### src/rtl/schmidl_cox_preamble_tx.sv
// Prepends a programmable periodic training preamble (P-sample pattern x N, then G zeros)
// to each payload packet; the payload itself is passed through combinationally.
module schmidl_cox_preamble_tx #(
    parameter int BASE        = 0,
    parameter int WIDTH       = 32,
    parameter int PERIOD_LOG2 = 5
) (
    input  logic             clk,
    input  logic             reset,
    input  logic             clear,
    input  logic             set_stb,
    input  logic [7:0]       set_addr,
    input  logic [31:0]      set_data,
    input  logic [WIDTH-1:0] i_tdata,
    input  logic             i_tlast,
    input  logic             i_tvalid,
    output logic             i_tready,
    output logic [WIDTH-1:0] o_tdata,
    output logic             o_tlast,
    output logic             o_tvalid,
    input  logic             o_tready,
    output logic             busy
);
    localparam int PW    = PERIOD_LOG2 + 1;
    localparam int DEPTH = 2 ** PERIOD_LOG2;
    localparam logic [PW-1:0]          PMAX   = PW'(DEPTH);
    localparam logic [PW-1:0]          P_ONE  = PW'(1);
    localparam logic [PERIOD_LOG2-1:0] PH_ONE = PERIOD_LOG2'(1);
    localparam logic [7:0] A_P = 8'(BASE);
    localparam logic [7:0] A_N = 8'(BASE + 1);
    localparam logic [7:0] A_G = 8'(BASE + 2);
    localparam logic [7:0] A_W = 8'(BASE + 3);
    localparam logic [7:0] A_R = 8'(BASE + 4);

    typedef enum logic [1:0] {S_IDLE, S_PRE, S_GAP, S_PAY} state_t;
    typedef enum logic [1:0] {G_PRE, G_GAP, G_DONE} gmode_t;

    state_t state, nstate;
    gmode_t gmode, cmode, nmode, init_mode;

    logic [PW-1:0]          p_reg, p_sh, cp;
    logic [15:0]            n_reg, n_sh, cn, g_reg, g_sh, cg;
    logic [15:0]            rep, crep, nrep, gcnt, cgc, ngc;
    logic [PERIOD_LOG2-1:0] wptr, ph, cph, nph, raddr;
    logic                   ph_end, iss_zero, iss_lp, iss_la;
    logic                   idle, start, adv, issue, accept;
    logic                   rd_vld, rd_zero, rd_lp, rd_la;
    logic                   o_vld, o_lp, o_la;
    logic [WIDTH-1:0]       o_data, ram_q;
    logic [WIDTH-1:0]       ram [DEPTH];

    // Settings registers; period saturates at the pattern RAM depth.
    always_ff @(posedge clk or posedge reset) begin
        if (reset) begin
            p_reg <= PW'(16);
            n_reg <= 16'd10;
            g_reg <= '0;
            wptr  <= '0;
        end else begin
            if (set_stb) begin
                case (set_addr)
                    A_P: p_reg <= (set_data[15:0] > 16'(DEPTH)) ? PMAX : set_data[PW-1:0];
                    A_N: n_reg <= set_data[15:0];
                    A_G: g_reg <= set_data[15:0];
                    A_W: wptr  <= wptr + PH_ONE;
                    A_R: wptr  <= '0;
                    default: ;
                endcase
            end
            if (clear) wptr <= '0;
        end
    end

    always_ff @(posedge clk) begin
        if (set_stb && set_addr == A_W) ram[wptr] <= set_data[WIDTH-1:0];
        if (issue) ram_q <= ram[raddr];
    end

    // Sample generator: in the IDLE start cycle it works from the live settings so the
    // first RAM read is issued immediately; afterwards it runs from the shadows.
    always_comb begin
        idle      = (state == S_IDLE);
        init_mode = (p_reg != '0 && n_reg != '0) ? G_PRE : (g_reg != '0) ? G_GAP : G_DONE;
        cp    = idle ? p_reg : p_sh;
        cn    = idle ? n_reg : n_sh;
        cg    = idle ? g_reg : g_sh;
        cmode = idle ? init_mode : gmode;
        cph   = idle ? '0 : ph;
        crep  = idle ? '0 : rep;
        cgc   = idle ? '0 : gcnt;
        nmode = cmode;
        nph   = cph;
        nrep  = crep;
        ngc   = cgc;
        ph_end   = 1'b0;
        iss_zero = 1'b0;
        iss_lp   = 1'b0;
        iss_la   = 1'b0;
        case (cmode)
            G_PRE: begin
                ph_end = ({1'b0, cph} == cp - P_ONE);
                iss_lp = ph_end && (crep == cn - 16'd1);
                iss_la = iss_lp && (cg == '0);
                nph    = ph_end ? '0 : cph + PH_ONE;
                nrep   = ph_end ? crep + 16'd1 : crep;
                if (iss_lp) nmode = (cg != '0) ? G_GAP : G_DONE;
            end
            G_GAP: begin
                iss_zero = 1'b1;
                iss_la   = (cgc == cg - 16'd1);
                ngc      = cgc + 16'd1;
                if (iss_la) nmode = G_DONE;
            end
            default: ;
        endcase
        raddr  = cph;
        start  = idle && i_tvalid && !clear;
        adv    = !o_vld || o_tready;
        issue  = !clear && (start || state == S_PRE || state == S_GAP) && (cmode != G_DONE) && adv;
        accept = o_vld && o_tready;
    end

    // Two-stage read pipeline (RAM register, output register) stalls as a unit.
    always_ff @(posedge clk or posedge reset) begin
        if (reset) begin
            gmode <= G_DONE;
            p_sh <= '0; n_sh <= '0; g_sh <= '0;
            ph <= '0; rep <= '0; gcnt <= '0;
            rd_vld <= 1'b0; rd_zero <= 1'b0; rd_lp <= 1'b0; rd_la <= 1'b0;
            o_vld <= 1'b0; o_data <= '0; o_lp <= 1'b0; o_la <= 1'b0;
        end else if (clear) begin
            gmode  <= G_DONE;
            rd_vld <= 1'b0;
            o_vld  <= 1'b0;
            o_data <= '0;
            o_lp   <= 1'b0;
            o_la   <= 1'b0;
        end else begin
            if (start) begin
                p_sh <= p_reg;
                n_sh <= n_reg;
                g_sh <= g_reg;
            end
            if (start || issue) begin
                gmode <= issue ? nmode : cmode;
                ph    <= issue ? nph : cph;
                rep   <= issue ? nrep : crep;
                gcnt  <= issue ? ngc : cgc;
            end
            if (adv) begin
                rd_vld  <= issue;
                rd_zero <= iss_zero;
                rd_lp   <= iss_lp;
                rd_la   <= iss_la;
                o_vld   <= rd_vld;
                o_lp    <= rd_lp;
                o_la    <= rd_la;
                if (rd_vld) o_data <= rd_zero ? '0 : ram_q;
            end
        end
    end

    always_ff @(posedge clk or posedge reset) begin
        if (reset) state <= S_IDLE;
        else       state <= nstate;
    end

    always_comb begin
        nstate   = state;
        o_tvalid = o_vld;
        o_tdata  = o_data;
        o_tlast  = 1'b0;
        i_tready = 1'b0;
        busy     = (state != S_IDLE);
        case (state)
            S_IDLE: begin
                if (i_tvalid) begin
                    case (init_mode)
                        G_PRE:   nstate = S_PRE;
                        G_GAP:   nstate = S_GAP;
                        default: nstate = S_PAY;
                    endcase
                end
            end
            S_PRE, S_GAP: begin
                if (accept) begin
                    if (o_la)      nstate = S_PAY;
                    else if (o_lp) nstate = S_GAP;
                end
            end
            S_PAY: begin
                o_tvalid = i_tvalid;
                o_tdata  = i_tdata;
                o_tlast  = i_tlast;
                i_tready = o_tready;
                if (i_tvalid && o_tready && i_tlast) nstate = S_IDLE;
            end
            default: nstate = S_IDLE;
        endcase
        if (clear) nstate = S_IDLE;
    end
endmodule

### config.mk
export PLATFORM = sky130hd
export DESIGN_NAME = schmidl_cox_preamble_tx
export DESIGN_NICKNAME = d
export VERILOG_FILES = /design/src/rtl/schmidl_cox_preamble_tx.sv
export SDC_FILE = /design/constraint.sdc
export NUM_CORES = 2
export LEC_CHECK = 0
export CAP_MARGIN = 20
export CELL_PAD_IN_SITES_DETAIL_PLACEMENT = 1
export CELL_PAD_IN_SITES_GLOBAL_PLACEMENT = 2
export CORE_MARGIN = 2
export CORE_UTILIZATION = 41
export DETAILED_ROUTE_END_ITERATION = 16
export HOLD_SLACK_MARGIN = 0.1
export PLACE_DENSITY = 0.79
export SLEW_MARGIN = 25
export SYNTH_ARGS = -nofsm -noshare
export SYNTH_HDL_FRONTEND = slang
export SYNTH_SLANG_ARGS = --single-unit
### constraint.sdc
create_clock -name clk -period 4.97 [get_ports clk]
set_clock_uncertainty 0.05 [all_clocks]
set_input_delay 0.497 -clock clk [delete_from_list [all_inputs] [get_ports clk]]
set_output_delay 0.497 -clock clk [all_outputs]
set_load 0.1 [all_outputs]
**Word level (Yosys, flattened, before mapping)**

Memories as Yosys holds them, arrays and structs flattened. A register that Yosys moved wholly into a read port is not among the register bits.
Cells that the tools add are included.

- Register bits after elaboration: 161
- Logic and storage cells: 147
- RAM bits: 1024
- Bits of input ports: 79
- Memories: 1
- Output and inout bits: 36

- Equal/unequal tests: 17
- Multiplexer cells: 57
- Bitwise logic cells: 1
- $add $sub $neg: 7
- Reductions and logical operators: 43
- Magnitude comparators: 1

Memory list:

| memory | words | bits a word | rd ports | clocked after Yosys merged registers in | write ports | line | text |
|---|---|---|---|---|---|---|---|
| ram | 32 | 32 | 1 | 1 | 1 | 50 | `logic [WIDTH-1:0] ram [DEPTH];` |

Operators with widths:

| operator | count |
|---|---|
| 32-bit 2-to-1 mux | 5 |
| 16-bit 2-to-1 mux | 9 |
| 16-bit nonzero test | 3 |
| 16-bit by 1-bit adder with 16-bit output (second input constant) | 2 |
| 16-bit == test | 2 |
| 16-bit by 1-bit subtractor with 16-bit output (second input constant) | 2 |
| 2-bit 2-to-1 mux | 15 |
| 5-bit 2-to-1 mux | 6 |
| 8-bit by 2-bit == test with 1-bit output (second input constant) | 2 |
| 16-bit by 6-bit > comparator with 1-bit output (second input constant) | 1 |
| 16-bit logical NOT | 1 |
| 2-bit AND reduction | 8 |
| 1-bit 2-to-1 mux | 15 |
| 1-bit logical AND | 12 |
| 6-bit 2-to-1 mux | 2 |
| 5-bit by 1-bit adder with 5-bit output (second input constant) | 2 |
| 5-bit case mux with 2 select lines | 1 |
| 2-bit nonzero test | 5 |
| 3-bit inequality test (second input constant) | 3 |
| 8-bit by 1-bit == test with 1-bit output (second input constant) | 1 |
| 8-bit by 3-bit == test with 1-bit output (second input constant) | 1 |
| 8-bit logical NOT | 1 |
| 2-bit case mux with 2 select lines | 2 |
| 2-bit by 1-bit == test with 1-bit output (second input constant) | 3 |
| 15 further kinds | 22 |

**Depth between registers and ports, before layout**

- Depth after elaboration: 11
- Depth in mapped cells: 20
- Mapped depth without buffers: 12

**Least setup slack after synthesis**

No wires, ideal clock.

- Path kind: register to register
- From: register state[0]
- To: register gmode[0]
- Arrival time: 4288 ps
- Cell stages (with the launch flop): 19
- Period minus slack after synthesis: 4466 ps
- Setup time: 128 ps
- Setup slack: 504 ps
- Buffers on the path: 7
- Required time: 4792 ps
- Path through: dfrtp_1 > inv_1 > ha_1 > buf_6 > buf_2 > buf_2 > buf_2 > buf_2 > clkbuf_1 > clkbuf_1 > mux2i_1 > ha_1 > nor4b_1 > o22ai_1 > o41ai_1 > nand2_1 > or4_1 > a21oi_1 > a21oi_1

- Longest elaborated chain between the ends: 11
- Elaborated cells on any way between the ends: 37
- Those cells by class: add/sub (3); eq/ne (7); mux (14); reduce/logical (13)

RTL lines:

| item | line | text |
|---|---|---|
| start: declaration | 38 | `state_t state, nstate;` |
| start signal: assignment | 165 | `else state <= nstate;` |
| branches (longest 11 deep; another with 16-bit by 1-bit subtractor with 16-bit output) | - |  |
| end signal: assignment | 145 | `gmode <= issue ? nmode : cmode;` |
| end: declaration | 39 | `gmode_t gmode, cmode, nmode, init_mode;` |

Several ways; the timed one is not identified. The select of a mux whose other input is x is not followed.
A chain may end at the register's enable or synchronous reset.

**Worst setup path after layout**

- From: register state[1]
- To: output busy

- Longest elaborated chain between the ends: 1

RTL lines:

| item | line | text |
|---|---|---|
| 2-bit nonzero test | 174 | `busy = (state != S_IDLE);` |
| end: declaration | 22 | `output logic busy` |

Every way passes these cells.

==> metrics <==
H-Tree Depth 4; pwr/cell area ~480 nW/um^2; DR pass1 iterations 5; share of layout cells above drive strength 1 15.3%; wire per inst roughly 29 um; Die ar. about 130000 sq um; Period minus WS final approximately 4 ns; Ports ~120; antenna-violating nets left 0; RSZ-0062 raised after global routing false; Final Max Slew Viols 0; Core Rows roughly 130; Critical Path Slowest Stage Cell clkdlybuf4s50_1; register area share after synthesis around 70%; Synth Instances approximately 3800; clock root buffer clkbuf_16; pre-CTS WS roughly 1.1 ns; endpoints failing setup 0; cts hold-fix bufs 0; Cell Chain, Critical Path inv_1 -> ha_4 -> inv_2 -> buf_4 -> clkdlybuf4s50_1; global route overflow 0; Nets 4012; max reg flops ~1000; final hold violation count 0; CTS tree done; highest ir drop seen on vdd 0.357 mV; Die H 358 um; DP Area about 55000 sq um; Worst path max stage delay between 1 and 1.5 ns; post-CTS sizing 0; via/cell ratio roughly 5.9; Area contributors post-synth edfxtp_1, dfrtp_1, nand2_1, mux2_2, mux2i_1; Synth cell types 77; slack of the critical path just under 0.9 ns; Worst Setup Start Kind flip-flop; Routed Wire Length ~160000 um; Tightest Pin Transition about 1.0 ns; WP buf/inv 4; Final GP Congestion 0.812; Worst Path Required about 4.4 ns; overall power between 20 and 30 mW; async set or reset register ratio after synthesis between 10% and 20%; grt peak-use layer met2; warnings from Yosys 0; Clock transition at path regs about 0.060 ns; vias between 30000 and 40000; pin count of the biggest net entering global routing between 100 and 150; Arr. time, crit path roughly 3.6 ns; PortBufs roughly 110; initial antenna violation count 4; beginning of the critical path state[1]; status finished clean; CTS max path bufs 3; Seq cells post-synth 1217; Top delay family on crit path buffers and inverters; HP Class in2async; Largest Register ram; Remaining DRCs 0; # clock sinks approximately 1200; worst skew pair latency 0.78 ns; worst-path fanout max 29; Main synth FF type edfxtp_1; post-synth top area cell edfxtp_1; most frequent cells in the layout edfxtp_1, nand2_1, a21oi_1, mux2_2, dfrtp_1; Post-Syn Area 51300 sq um; chip width between 300 and 400 um; biggest regs ram (1024), o_data (32), ram_q (32); nature of the critical path endpoint output pin; Post-synth EDFFs roughly 1100; area delta synth->final 16.1%; gr usage total about a quarter; clock buffer count from CTS 135; vias in the first global route around 35000; Mapped Nets just under 4000; first-pass GRT wire length about 240000 um; Setup CP Type reg2out; met1 Use GR about a third; met3 usage 4.12%; number of fillers in the final layout between 10000 and 15000; f_max between 200 and 250 MHz; Final period util 82.4%; number of setup buffers added after CTS 0; Synth top area share between 60 and 70%; grt met2 use a little over 40%; Max Cap Violations 0; Setup Total Neg Slack 0 ns; most common cell after layout, fill and taps aside edfxtp_1; Leakage just over 20 nW; Initial DRC Count 3164; Initial Utilization 41.4%; DP HPWL roughly 100000 um; Core Area about 120000 sq um; Rel. slew slack roughly 32%; Finished Cell Area approximately 60000 sq um; Mean Syn Cell Area ~14 sq um; reg2reg start state[1]
stage by stage:
step / instances / util, % / hold WS, ns
2_1_floorplan: 3759 / - / 0.393
3_3_place_gp: 5419 / 44.6 / 0.395
3_5_place_dp: 5419 / 44.6 / 0.402
4_1_cts: 5656 / 48.1 / 0.257
5_1_grt: 5656 / 48.1 / 0.310
6_report: 5658 / 48.1 / 0.233
area by class of cell:
type / count / area (sq um) / share of cell area [%]
multi-input combinational: 2276 / 14900 / 24.9
sequential: 1217 / 35800 / 60.0
timing repair buffer: 270 / 2560 / 4.29
clock inverter: 53 / 577 / 0.968
inverter: 19 / 88.8 / 0.149
antenna: 2 / 5.00 / 0.00839
tap: 1637 / 2050 / 3.44
clock buffer: 184 / 3730 / 6.25
path summary, 6_finish.rpt:
| kind | endpoint | slack [ns] | depth (start not counted) |
|---|---|---|---|
| worst max-delay path | busy | 0.88 | 5 |
| worst min-delay path | o_data[15] | 0.23 | 2 |
| worst max register to register | rd_la | 1.01 | 12 |
| worst min register to register | o_data[24] | 0.41 | 1 |
| max in group asynchronous | state[0] | 3.62 | 3 |
| min in group clk | ram[4][22] | 0.33 | 1 |
cells by family (layout without fill, tap and decap cells):
kind of cell | Yosys count | in the layout | synth area share [%]
compound gates | 751 | 751 | 9.52
buf+inv | 266 | 526 | 2.07
flops | 1217 | 1217 | 69.6
fa+ha+maj | 14 | 14 | 0.341
simple gates | 1082 | 1082 | 9.82
other cells | 0 | 2 | 0
mux | 345 | 345 | 7.20
xor+xnor | 84 | 84 | 1.43
where the power goes:
part / switching, mW / total (mW) / leakage (nW) / internal, mW
sequential: 0.263 / 11.6 / 11.7 / 11.4
clock: 4.09 / 9.86 / 2.09 / 5.77
combinational: 4.79 / 7.05 / 6.69 / 2.26
layer usage:
| layer | part of all wire, % | vias up | wire [um] |
|---|---|---|---|
| met5 | 0.0081 | - | 13 |
| met4 | 2.8 | 2 | 4580 |
| met3 | 6.6 | 244 | 10700 |
| met2 | 47 | 1165 | 76300 |
| met1 | 43 | 17583 | 69700 |
| li1 | - | 14570 | - |
cells in the mapped netlist (all sizes together) (7+ instances only):
cell and number:
a32oi 65, a211oi 70, nand2 620, nor3b 14, a31oi 137, buf 43
o221ai 66, and2 7, mux2 194, edfxtp 1056, nand3 106, nor4 19
and3 10, inv 19, nor2 76, a22o 38, xor2 41, ha 14
xnor2 43, a21oi 219, o22ai 8, clkbuf 204, mux2i 151, nor3 32
nor4b 7, or4 8, nand3b 9, o21ai 111, nor2b 139, dfrtp 157
nand4 13
Power figures use the tool's default switching activity.
